===== src/rtl/subtractor_32to16.sv =====
//==============================================================================
// Module   : subtractor_32to16
// Brief    : Multi-cycle ripple-borrow subtractor recovering A = sum - B.
// Revision : 1.0
//==============================================================================
`default_nettype none

module subtractor_32to16 #(
    parameter int BITS_PER_CYCLE = 1
) (
    input  logic        count,
    input  logic        reset,
    input  logic        start,
    input  logic [31:0] sum,
    input  logic [15:0] B,
    output logic [15:0] A,
    output logic        borrow,
    output logic        error,
    output logic        busy,
    output logic        done
);

    localparam int c_NUM_CHUNKS = 16 / BITS_PER_CYCLE;
    localparam logic [c_NUM_CHUNKS-1:0] c_PTR_FIRST = c_NUM_CHUNKS'(1);

    typedef enum logic [1:0] {
        S_IDLE = 2'd0,
        S_RUN  = 2'd1,
        S_DONE = 2'd2
    } state_t;

    state_t                    r_state;
    state_t                    w_state_next;
    logic [31:0]               r_sum;
    logic [15:0]               r_b;
    logic                      r_br;
    logic [c_NUM_CHUNKS-1:0]   r_ptr;
    logic [15:0]               r_diff;

    logic                      w_accept;
    logic                      w_last;
    logic [c_NUM_CHUNKS-1:0]   w_ptr_shift;
    logic [BITS_PER_CYCLE-1:0] w_s_chunk;
    logic [BITS_PER_CYCLE-1:0] w_b_chunk;
    logic [BITS_PER_CYCLE-1:0] w_d_chunk;
    logic                      w_br_out;
    logic [15:0]               w_diff_merged;
    logic                      w_error;

    assign w_last = r_ptr[c_NUM_CHUNKS-1];

    // A single-chunk configuration has nothing to shift towards.
    generate
        if (c_NUM_CHUNKS == 1) begin : g_ptr_single
            assign w_ptr_shift = r_ptr;
        end else begin : g_ptr_multi
            assign w_ptr_shift = {r_ptr[c_NUM_CHUNKS-2:0], 1'b0};
        end
    endgenerate

    // Select the active chunk, ripple the borrow through it, merge the result.
    always_comb begin
        logic w_br;
        w_s_chunk     = '0;
        w_b_chunk     = '0;
        w_d_chunk     = '0;
        w_diff_merged = r_diff;
        for (int k = 0; k < c_NUM_CHUNKS; k++) begin
            if (r_ptr[k]) begin
                w_s_chunk = w_s_chunk | r_sum[k*BITS_PER_CYCLE +: BITS_PER_CYCLE];
                w_b_chunk = w_b_chunk | r_b[k*BITS_PER_CYCLE +: BITS_PER_CYCLE];
            end
        end
        w_br = r_br;
        for (int i = 0; i < BITS_PER_CYCLE; i++) begin
            w_d_chunk[i] = w_s_chunk[i] ^ w_b_chunk[i] ^ w_br;
            w_br = (~w_s_chunk[i] & w_b_chunk[i]) | (~w_s_chunk[i] & w_br) |
                   (w_b_chunk[i] & w_br);
        end
        w_br_out = w_br;
        for (int k = 0; k < c_NUM_CHUNKS; k++) begin
            if (r_ptr[k]) begin
                w_diff_merged[k*BITS_PER_CYCLE +: BITS_PER_CYCLE] = w_d_chunk;
            end
        end
        w_error = (r_sum[31:17] != 15'd0) | (r_sum[16] ^ w_br_out);
    end

    always_comb begin
        w_state_next = r_state;
        w_accept     = 1'b0;
        busy         = 1'b0;
        done         = 1'b0;
        case (r_state)
            S_IDLE: begin
                w_accept = start;
                if (start) w_state_next = S_RUN;
            end
            S_RUN: begin
                busy = 1'b1;
                if (w_last) w_state_next = S_DONE;
            end
            S_DONE: begin
                done         = 1'b1;
                w_accept     = start;
                w_state_next = start ? S_RUN : S_IDLE;
            end
            default: w_state_next = S_IDLE;
        endcase
    end

    always_ff @(posedge count) begin
        if (reset) begin
            r_state <= S_IDLE;
            r_sum   <= '0;
            r_b     <= '0;
            r_br    <= 1'b0;
            r_ptr   <= '0;
            r_diff  <= '0;
            A       <= '0;
            borrow  <= 1'b0;
            error   <= 1'b0;
        end else begin
            r_state <= w_state_next;
            if (w_accept) begin
                r_sum  <= sum;
                r_b    <= B;
                r_br   <= 1'b0;
                r_ptr  <= c_PTR_FIRST;
                r_diff <= '0;
            end else if (r_state == S_RUN) begin
                r_br   <= w_br_out;
                r_ptr  <= w_ptr_shift;
                r_diff <= w_diff_merged;
                if (w_last) begin
                    A      <= w_diff_merged;
                    borrow <= w_br_out;
                    error  <= w_error;
                end
            end
        end
    end

endmodule

`default_nettype wire

===== config.mk =====
export PLATFORM = sky130hd
export DESIGN_NAME = subtractor_32to16
export DESIGN_NICKNAME = d
export VERILOG_FILES = /design/src/rtl/subtractor_32to16.sv
export SDC_FILE = /design/constraint.sdc
export NUM_CORES = 1
export LEC_CHECK = 0
export BUFFER_PORTS_ARGS = -buffer_cell sky130_fd_sc_hd__clkbuf_2
export CAP_MARGIN = 30
export CORE_MARGIN = 8
export CORE_UTILIZATION = 59
export CTS_CLUSTER_DIAMETER = 150
export DETAILED_ROUTE_END_ITERATION = 12
export PLACE_DENSITY = 0.85
export SLEW_MARGIN = 15
export SYNTH_ARGS = -nofsm -noshare
export SYNTH_HDL_FRONTEND = slang
export SYNTH_SLANG_ARGS = --single-unit

===== constraint.sdc =====
create_clock -name count -period 4.1 [get_ports count]
set_input_delay 0.615 -clock count [delete_from_list [all_inputs] [get_ports count]]
set_output_delay 0.615 -clock count [all_outputs]
set_load 0.01 [all_outputs]

# ---- After elaboration in Yosys (flattened, before gate mapping)
# Index checks and enable logic that the tools add are counted.
dict set report classes {
  n_bitwise 41
  n_reduce_logical 7
  n_eq_ne 4
  n_mux 57
}
# op count
set ops {}
lappend ops {{2-to-1 mux 1 bit} 54}
lappend ops {{bitwise OR 1 bit} 33}
lappend ops {{nonzero test 15 bit} 1}
lappend ops {{case mux 2 bit (3 select lines)} 1}
lappend ops {{2-to-1 mux 2 bit} 2}
lappend ops {{!= test 2 bit (second input constant)} 2}
lappend ops {{OR reduction 2 bit} 2}
lappend ops {{bitwise AND 1 bit} 3}
lappend ops {{AND reduction 3 bit} 1}
lappend ops {{bitwise XOR 1 bit} 3}
lappend ops {{equality test 2 x 1 -> 1 bit (second input constant)} 1}
lappend ops {{equality test 2 bit (second input constant)} 1}
lappend ops {{zero test 2 bit} 1}
lappend ops {{inverter 1 bit} 2}
lappend ops {{AND reduction 2 bit} 1}
lappend ops {{nonzero test 2 bit} 1}
dict set report totals {
  elab_cells 119
  output_inout_bits 20
  ff_bits 101
}

# ---- Logic depth before layout (Yosys ltp)
# Gate-level depths: netlist of the first run.
dict set report logic_depth {
  ltp_word 37
  ltp_mapped 7
}

# ---- Least setup slack after synthesis of the first run
# Ideal clock, no wire load.
dict set report synth_timing {
  path_type {register to register}
  from {register r_ptr[1]}
  to {register A[10]}
  path_slack_ns 1.965
  setup_time_ns 0.081
  t_arrival_ns 2.054
  period_less_slack_ns 2.135
  stages_incl_launch_ff 8
  cell_sequence {dfxtp_1 a22o_1 a221oi_1 nand4_1 fa_1 clkbuf_1 mux2i_1 a211oi_2}
}
dict set report synth_via {
  elab_chain_cells 32
  elab_cells_between_ends 61
}
# item line_no
set synth_lines {}
lappend synth_lines {{start: declaration} 37} ;# logic [c_NUM_CHUNKS-1:0] r_ptr;
lappend synth_lines {{start signal: assignment} 129} ;# r_ptr <= c_PTR_FIRST;
lappend synth_lines {{start signal: assignment} 133} ;# r_ptr <= w_ptr_shift;
lappend synth_lines {{2-to-1 mux 1 bit} 69} ;# if (r_ptr[k]) begin
lappend synth_lines {{bitwise OR 1 bit (on tied branches)} {70, 71}}
lappend synth_lines {{2-to-1 mux 1 bit} 69}
lappend synth_lines {{bitwise OR 1 bit (on tied branches)} {70, 71}}
lappend synth_lines {{2-to-1 mux 1 bit} 69}
lappend synth_lines {{bitwise OR 1 bit (on tied branches)} {70, 71}}
lappend synth_lines {{2-to-1 mux 1 bit} 69}
lappend synth_lines {{bitwise OR 1 bit (on tied branches)} {70, 71}}
lappend synth_lines {{[... 15 more ...]} n/a}
lappend synth_lines {{bitwise OR 1 bit (on tied branches)} {70, 71}}
lappend synth_lines {{2-to-1 mux 1 bit} 69}
lappend synth_lines {{bitwise OR 1 bit (on tied branches)} {70, 71}}
lappend synth_lines {{2-to-1 mux 1 bit} 69}
lappend synth_lines {{bitwise OR 1 bit (on tied branches)} {70, 71}}
lappend synth_lines {{2-to-1 mux 1 bit} 69}
lappend synth_lines {{bitwise XOR 1 bit * (2 in a row)} 76} ;# w_d_chunk[i] = w_s_chunk[i] ^ w_b_chunk[i] ^ w_br;
lappend synth_lines {{2-to-1 mux 1 bit *} 82} ;# if (r_ptr[k]) begin
lappend synth_lines {{end signal: assignment} 136} ;# A <= w_diff_merged;
lappend synth_lines {{end: declaration} 16} ;# output logic [15:0] A,
# Every way passes the cells marked *; elsewhere a longest branch is shown, timed or not.
# A chain may end at the register's enable or synchronous reset.

# ---- Final worst setup path of the first run
dict set report layout_timing {
  from {register r_state[1]}
  to {output port busy}
}
dict set report layout_via {
  elab_chain_cells 2
}
# item line_no
set layout_lines {}
lappend layout_lines {{start: declaration} 32} ;# state_t r_state;
lappend layout_lines {{start signal: assignment} 124} ;# r_state <= w_state_next;
lappend layout_lines {{equality test 2 x 1 -> 1 bit} 94} ;# case (r_state)
lappend layout_lines {{2-to-1 mux 1 bit} 94}
lappend layout_lines {{end: declaration} 19} ;# output logic busy,
# Every way passes these cells.

==> results of run 1 <==
==> path summary, 6_finish.rpt <==
kind                                   to  slack, ns
hold / removal    r_diff[12]$_SDFFE_PP0P_       0.46
setup reg to reg       A[14]$_SDFFE_PP0P_       1.37
setup / recovery                     busy       1.31
hold reg to reg   r_diff[12]$_SDFFE_PP0P_       0.46
==> stage by stage <==
step	util, %	area, um2	hold WS (ns)	instances	total power [W]
after floorplan	-	3990	0.436	464	0.00115
after global placement	64.2	4290	0.442	584	0.00119
after detailed placement	64.4	4300	0.446	585	0.00120
after CTS	67.4	4500	0.448	601	0.00182
after global routing	67.8	4530	0.459	602	0.00188
final	67.8	4530	0.459	602	0.00181
==> state kept, by name, indices dropped and copies added (netlist names) <==
register  flops
r_sum        32
A            16
r_b          16
r_ptr        16
r_diff       15
r_state       2
borrow        1
error         1
r_br          1
==> where the power goes <==
part,leakage (nW),switching (W),internal [W]
clock,0.106,0.000332,0.000299
combinational,0.726,0.000101,0.0000581
sequential,0.814,0.0000221,0.00100
total,1.65,0.000455,0.00136
==> worst max-delay path, delay by kind of cell, from the launching register on <==
kind / cells / cell delay, ns
flip-flops: 1 / 0.69
AND/OR/NAND/NOR: 1 / 0.70
buffers and inverters: 2 / 0.42
==> area by class of cell <==
cell class / count / area, um2 / area share (%)
Tap cell: 80 / 100 / 2.21
Sequential cell: 100 / 2000 / 44.2
Timing Repair Buffer: 77 / 430 / 9.50
Clock inverter: 6 / 62.6 / 1.38
Inverter: 3 / 13.8 / 0.304
Clock buffer: 10 / 138 / 3.04
Multi-Input combinational cell: 326 / 1780 / 39.4
==> cells by family (layout without fill, tap and decap cells) <==
logic type	Yosys count	after routing
xor gates and xnor gates	1	1
muxes	15	15
AOI/OAI and AO/OA	116	116
DFF	100	100
adders and majority gates	1	1
and+or+nand+nor	193	193
buffers and inverters	38	96
==> layer usage <==
metal / up-vias / GRT usage (%)
li1: 1693 / -
met1: 1623 / 26.4
met2: 140 / 32.2
met3: 25 / 4.55
met4: 0 / 10.9
met5: - / 0
==> cells in the final DEF (no fill, tap or decap), types with 5 or more instances in the layout <==
| cell | count |
|---|---|
| nand3b_1 | 16 |
| a21oi_1 | 81 |
| buf_4 | 5 |
| a221oi_1 | 8 |
| nand3_1 | 17 |
| a211oi_2 | 14 |
| clkbuf_2 | 70 |
| nor2_1 | 21 |
| clkbuf_8 | 10 |
| dfxtp_1 | 100 |
| mux2i_1 | 15 |
| a22o_1 | 8 |
| nand2_1 | 128 |
==> impl_metrics.json, run 1 <==
{
  "status": "completed",
  "rows": 30,
  "syn_avg_cell_area_um2": 8.59,
  "tightestPinTransition_ns": 0.782,
  "clock_path_buffers": 2,
  "wl_per_cell_um": 16.2,
  "grt_max_degree": 70,
  "hold_viol": 0,
  "cts-buffers-inserted": 9,
  "synth-simple-area-share_pct": 21.1,
  "gp_congestion": 0.874,
  "diodes": 0,
  "yosysTopAreaCellShare_pct": 50.2,
  "dr.pass1.iters": 4,
  "reg2reg_from": "r_ptr[6]$_SDFFE_PP0P_",
  "insertion_delay_ns": 0.36,
  "io_buffers": 70,
  "crit_type": "reg2out",
  "synth_top_family_by_area": "simple AND/OR/NAND/NOR gates",
  "hold_path.class": "reg2reg",
  "cts_resized": 0,
  "route.met3.wl_um": 652,
  "vdd_drop_max_v": 0.000237,
  "synth_compound_area_share_pct": 19.0,
  "design.core.area_um2": 6680,
  "synth_seq_area_share_pct": 50.2,
  "syn_inst": 464,
  "crit_required_ns": 3.48,
  "dieArea_um2": 9650,
  "fillers": 559,
  "root_buffer": "clkbuf_8",
  "fin_nets": 569,
  "grtUsageTotal_pct": 20.8,
  "drt_iter0_drc": 243,
  "setup_viol": 0,
  "reg2reg_depth": 7,
  "wl_met1_um": 4260,
  "p_per_area_nw_per_um2": 401,
  "cp.arrival_ns": 2.17,
  "period_minus_slack_ns": 2.79,
  "synth-main-ff-cell": "dfxtp_1",
  "clock_skew_ns": 0.00568,
  "die_h_um": 98.2,
  "grt_overflow_total": 0,
  "start_util_pct": 59.7,
  "drc": 0,
  "synth_area_leaders": "dfxtp_1 (50%), nand2_1 (12%), a21oi_1 (10%), a211oi_2 (4.4%), mux2i_1 (3.8%)",
  "cts.clk_slew.worst_paths_ns": 0.09,
  "synth_nets": 516,
  "io_pins": 71,
  "hp-start": "r_diff[12]$_SDFFE_PP0P_",
  "critPathCaptureType": "output port",
  "synthMuxAreaShare_pct": 3.77,
  "setup_ws_ns": 1.31,
  "area_growth_pct": 13.6,
  "synth_fa_ha_area_share_pct": 0.502,
  "yosysMostFrequentCell": "nand2_1",
  "synthTopCellsByCount": "nand2_1 (128), dfxtp_1 (100), a21oi_1 (81)",
  "fmax_ghz": 0.359,
  "clkSinkCount": 100,
  "timing.final.crit_share_pct": 68.0,
  "cpMaxStageDelayCell": "nand2b_1",
  "start_kind": "flip-flop",
  "relSlewSlack_pct": 47.9,
  "dp_slack_ns": 1.37,
  "min_path_cells": 2,
  "dieWidth_um": 98.2,
  "grt_pass1_vias": 3465,
  "path_max_fanout": 19,
  "drv_slew": 0,
  "synthXorXnorAreaFrac_pct": 0.220,
  "critical_path.startpoint": "r_state[1]$_SDFFE_PP0P_",
  "synth_area_leader_cell": "dfxtp_1",
  "top_layer_used": "met4",
  "cts_setup_buffers": 0,
  "p_leak_nw": 1.65,
  "async_reset_ff_share_pct": 0,
  "drive_gt1_share_pct": 20.9,
  "wirelength_um": 9770,
  "yosysWarnings": 0,
  "cts_tree": "yes",
  "synth_edf_count": 0,
  "syn_area_um2": 3990,
  "viasPerCell": 5.78,
  "dpl.hpwl_um": 6710,
  "maxCapViolCount": 0,
  "finalSetupTns_ns": 0,
  "yosys.cell_types.count": 29,
  "cts_hold_buf": 0,
  "ant_nets": 0,
  "grt_pass1_wl_um": 16500,
  "path_cells": "nand2b_1 -> inv_4 -> clkbuf_2",
  "vias": 3481,
  "htree_levels": 3,
  "rsz0062_at_grt": "false",
  "antenna_found_initial": 0,
  "ys_seq_elements": 100,
  "route.met2.wl_um": 4590,
  "cpPeakStageDelay_ns": 0.70
}
Note: power is estimated with default switching activity, not from simulation.
==> run 2: changes to the inputs <==
- CORE_UTILIZATION: 59 -> 55
- PLACE_DENSITY: 0.85 -> 0.8
- clock period: 4.1 -> 2.6 ns (I/O delays scaled with it)
==> run 2 against run 1 <==
Against the previous run: count of clock-buffer cells in the layout unchanged; clock power increased by 87%; first-iteration DRC count decreased by 12%; core utilization decreased by 2.9 points; combinational power increased by 56%; register-to-register slack got worse by 1.1 ns; largest power group unchanged; highest routed layer unchanged.
==> impl_metrics.json, run 2 (synthesis results as in run 1) <==
{
  "grtUsageTotal_pct": 19.3,
  "diodes": 0,
  "rows": 31,
  "drt_iter0_drc": 215,
  "period_minus_slack_ns": 2.34,
  "critical_path.startpoint": "r_ptr[1]$_SDFFE_PP0P_",
  "p_leak_nw": 1.69,
  "dpl.hpwl_um": 6970,
  "grt_pass1_vias": 3346,
  "antenna_found_initial": 0,
  "timing.final.crit_share_pct": 89.8,
  "maxCapViolCount": 0,
  "drive_gt1_share_pct": 21.8,
  "relSlewSlack_pct": 46.4,
  "min_path_cells": 3,
  "holdWs_ns": 0.242,
  "clock_path_buffers": 2,
  "fin_nets": 575,
  "reg2reg_from": "r_ptr[1]$_SDFFE_PP0P_",
  "vias": 3416,
  "io_pins": 71,
  "cts_setup_buffers": 0,
  "clkSinkCount": 100,
  "cts_tree": "yes",
  "cts-buffers-inserted": 9,
  "start_util_pct": 55.9,
  "clock_skew_ns": 0.0105,
  "setup_viol": 0,
  "r2r-end": "A[5]$_SDFFE_PP0P_",
  "htree_levels": 3,
  "hp-start": "B[12]",
  "regMostFlops": "r_sum",
  "p_per_area_nw_per_um2": 658,
  "dieWidth_um": 101,
  "cts_resized": 0,
  "crit_type": "reg2reg",
  "cts_hold_buf": 0,
  "area_growth_pct": 16.2,
  "wl_per_cell_um": 15.4,
  "finalSetupTns_ns": 0,
  "root_buffer": "clkbuf_8",
  "viasPerCell": 5.45,
  "insertion_delay_ns": 0.36,
  "r2r_slack_ns": 0.26,
  "design.core.area_um2": 7140,
  "path_max_fanout": 25,
  "layout_common_cells": "nand2_1 (128), dfxtp_1 (100), a21oi_1 (81)",
  "status": "completed",
  "critPathCaptureType": "flip-flop",
  "ant_nets": 0,
  "wirelength_um": 9670,
  "dieArea_um2": 10200,
  "rsz0062_at_grt": "false",
  "fmax_ghz": 0.428,
  "start_kind": "flip-flop",
  "drc": 0,
  "io_buffers": 70,
  "grt_max_degree": 42,
  "drv_slew": 0,
  "grt_pass1_wl_um": 15900,
  "hold_end": "r_b[12]$_SDFFE_PP0P_",
  "grt_overflow_total": 0,
  "gp_congestion": 0.874,
  "largest_reg_flops": 32,
  "crit_required_ns": 2.83,
  "hold_viol": 0,
  "die_h_um": 101,
  "vdd_drop_max_v": 0.000434,
  "tightestPinTransition_ns": 0.803,
  "cts.clk_slew.worst_paths_ns": 0.09,
  "final_common_cell": "nand2_1",
  "reg2reg_depth": 7,
  "hold_path.class": "in2reg",
  "dr.pass1.iters": 5,
  "cp.arrival_ns": 2.57
}
==> run 2: changes by cell type in the layout (fill, tap and decap cells not counted), sizes merged <==
cell / before / now
clkinv: 4 / 2
buf: 7 / 13
bufinv: 1 / 3
clkinvlp: 0 / 1
inv: 4 / 3
==> run 2: layer usage <==
metal / GRT usage (%) / vias up / share of wire, %
met2: 31.7 / 99 / 48
met1: 24.8 / 1601 / 45
li1: - / 1704 / -
met5: 0 / - / 0
met3: 3.78 / 12 / 5.6
met4: 6.41 / 0 / 1.3
==> run 2: power by group <==
part,switching (W),internal (W),total (W)
clock,0.000518,0.000665,0.00118
sequential,0.0000385,0.00158,0.00162
combinational,0.000153,0.0000953,0.000248
==> run 2: stage by stage <==
stage / setup WS [ns] / utilization [%] / std cells / instance area, um2 / total power (W)
finish: 0.265 / 64.9 / 627 / 4630 / 0.00305
global route: 0.112 / 64.9 / 627 / 4630 / 0.00315
CTS: 0.263 / 64.9 / 627 / 4630 / 0.00307
detailed placement: 0.286 / 61.4 / 611 / 4380 / 0.00190
global placement: 0.342 / 61.4 / 611 / 4380 / 0.00189
floorplan: 0.465 / - / 464 / 3990 / 0.00181
==> run 2: area by class of cell <==
cell class	instances	area [um2]
clock buffer	10	138
multi-input combinational	326	1780
inverter	3	13.8
clock inverter	6	111
tap	99	124
sequential	100	2000
fill	647	2500
timing repair buffer	83	460
==> run 2: worst max-delay path by stage <==
stage | to | slack [ns] | cells past startpoint
final | A[5]$_SDFFE_PP0P_ | 0.26 | 7
after global routing | A[0]$_SDFFE_PP0P_ | 0.11 | 7
after CTS | A[5]$_SDFFE_PP0P_ | 0.26 | 7
after detailed placement | A[5]$_SDFFE_PP0P_ | 0.29 | 7
after global placement | A[5]$_SDFFE_PP0P_ | 0.34 | 7
after floorplan | A[10]$_SDFFE_PP0P_ | 0.47 | 7
==> run 2: critical path, cell delays in order, from the launching register on <==
cell and delay (ns):
dfxtp_1 0.38, a22o_1 0.22, a221oi_1 0.27, nand4_1 0.19, fa_1 0.56, buf_12 0.19
mux2i_1 0.27, a211oi_2 0.11
==> run 3: changes to the inputs <==
- ABC_AREA: not set -> 1
==> run 3 against run 2 <==
Against the previous run: area after synthesis shrank 1.6%; hold slack better by 0.034 ns; clock skew is 0.0014 ns higher; critical path depth grew 3; register-to-register slack hardly changed; non-clock buffer count is 9 lower; core utilization barely moved; sequential share of layout area is 1.7 points higher.
==> impl_metrics.json, run 3 <==
{
  "synth_nets": 580,
  "cp_common_cell": "nand2_1",
  "syn_avg_cell_area_um2": 7.43,
  "clkSinkCount": 100,
  "antenna_found_initial": 0,
  "finalSetupTns_ns": 0,
  "design.core.area_um2": 6870,
  "viasPerCell": 5.21,
  "synthTopCellsByCount": "nor2_1 (150), dfxtp_1 (100), nand2_1 (93)",
  "grt_pass1_wl_um": 15600,
  "path_max_fanout": 16,
  "rsz0062_at_grt": "false",
  "cts_hold_buf": 0,
  "io_buffers": 70,
  "path_cells": "nand2_1 -> nand2_1 -> nor2_1 -> nand2_1 -> nor3_1 -> fa_1 -> inv_1 -> nand2_1 -> o21ai_0 -> o21ai_0",
  "synth_area_leaders": "dfxtp_1 (51%), nor2_1 (14%), o21ai_0 (8.9%), nand2_1 (8.9%), a21oi_1 (5.9%)",
  "fin_total_pwr_w": 0.00307,
  "relSlewSlack_pct": 66.0,
  "drc": 0,
  "yosysTopAreaCellShare_pct": 51.0,
  "cp.arrival_ns": 2.57,
  "final-seq-area_um2": 2000,
  "yosysMostFrequentCell": "nor2_1",
  "htree_levels": 3,
  "fmax_ghz": 0.429,
  "cts_resized": 0,
  "dpl.hpwl_um": 6610,
  "cpPeakStageDelay_ns": 0.46,
  "clock_path_buffers": 2,
  "status": "completed",
  "tightestPinTransition_ns": 0.509,
  "synth_seq_area_share_pct": 51.0,
  "critPathTopFamily": "simple AND/OR/NAND/NOR gates",
  "setup_viol": 0,
  "grt_pass1_vias": 3406,
  "p_per_area_nw_per_um2": 689,
  "ys_seq_elements": 100,
  "final_common_cell": "nor2_1",
  "root_buffer": "clkbuf_8",
  "drt_iter0_drc": 204,
  "ant_nets": 0,
  "largest_reg_flops": 32,
  "wl_per_cell_um": 13.6,
  "syn_inst": 528,
  "yosys.cell_types.count": 22,
  "p_leak_nw": 1.91,
  "cts-buffers-inserted": 9,
  "drive_gt1_share_pct": 16.6,
  "dieWidth_um": 100,
  "setup_ws_ns": 0.271,
  "maxCapViolCount": 0,
  "insertion_delay_ns": 0.36,
  "vias": 3575,
  "vdd_drop_max_v": 0.000335,
  "async_reset_ff_share_pct": 0,
  "crit_required_ns": 2.84,
  "worst-path-buf-inv": 1,
  "gp_congestion": 0.906,
  "critPathCaptureType": "flip-flop",
  "grt_overflow_total": 0,
  "dr.pass1.iters": 5,
  "grt_max_degree": 52,
  "synth_edf_count": 0,
  "syn_area_um2": 3920,
  "io_pins": 71,
  "fin_nets": 637,
  "multi_input_area_um2": 1680,
  "hold_path.class": "in2reg",
  "period_minus_slack_ns": 2.33,
  "rows": 30,
  "die_h_um": 100,
  "drv_slew": 0,
  "dieArea_um2": 10100,
  "regMostFlops": "r_sum",
  "dp_slack_ns": 0.321,
  "grtUsageTotal_pct": 19.2,
  "fillers": 630,
  "wirelength_um": 9350,
  "clock_skew_ns": 0.0119,
  "crit_type": "reg2reg",
  "start_util_pct": 57.1,
  "cts.clk_slew.worst_paths_ns": 0.10,
  "cts_tree": "yes",
  "hold_viol": 0,
  "cts_setup_buffers": 0,
  "synth_area_leader_cell": "dfxtp_1",
  "cpMaxStageDelayCell": "fa_1",
  "layout_common_cells": "nor2_1 (150), dfxtp_1 (100), nand2_1 (93)",
  "synth-main-ff-cell": "dfxtp_1",
  "diodes": 0,
  "timing.final.crit_share_pct": 89.6,
  "yosysWarnings": 0,
  "start_kind": "flip-flop",
  "area_growth_pct": 13.6
}
run 3: final timing paths:
path | slack (ns) | endpoint | depth (start not counted) | from
max | 0.27 | A[11]$_SDFFE_PP0P_ | 10 | r_ptr[13]$_SDFFE_PP0P_
min | 0.28 | r_sum[19]$_SDFFE_PP0P_ | 3 | sum[19]
max reg2reg | 0.27 | A[11]$_SDFFE_PP0P_ | 10 | r_ptr[13]$_SDFFE_PP0P_
min reg2reg | 0.46 | r_sum[30]$_SDFFE_PP0P_ | 2 | r_sum[30]$_SDFFE_PP0P_
run 3: metal layers:
| metal | up-vias | global-route usage [%] | routed length, um |
|---|---|---|---|
| li1 | 1820 | - | - |
| met3 | 22 | 3.66 | 539 |
| met2 | 114 | 31.0 | 4400 |
| met5 | - | 0 | 0 |
| met4 | 0 | 9.53 | 240 |
| met1 | 1619 | 23.8 | 4170 |
run 3: logic make-up after synthesis:
kind of cell,synth area share (%)
flip-flops,51.0
buffers and inverters,6.22
adder cells (fa/ha/maj),0.510
AO/OA/AOI/OAI,15.6
AND/OR/NAND/NOR,26.7
run 3: area by class of cell:
cell class	instances	area share [%]
clock inverter	6	1.97
clock buffer	10	2.86
tap	96	2.70
multi-input combinational	385	37.6
timing repair buffer	74	8.53
inverter	15	1.38
sequential	100	44.9
run 3: stage by stage:
stage          instance area (um2)  hold slack [ns]  instances  utilization, %
2_1_floorplan                 3920            0.429        528               -
5_1_grt                       4460            0.273        686            64.9
4_1_cts                       4460            0.266        686            64.9
3_3_place_gp                  4240            0.439        670            61.7
3_5_place_dp                  4240            0.448        670            61.7
6_report                      4460            0.276        686            64.9
run 3: worst register-to-register path, delay by kind of cell, from the launching register on:
family	cells	cell delay, ns
buf+inv	1	0.38
simple gates	6	0.65
compound gates	2	0.31
flops	1	0.41
fa+ha+maj	1	0.46
run 3: power breakdown:
part	internal, W	switching (W)	total (W)	leakage, nW
combinational	0.000116	0.000213	0.000329	0.980
clock	0.000545	0.000526	0.00107	0.111
sequential	0.00162	0.0000521	0.00167	0.819
total	0.00228	0.000791	0.00307	1.91
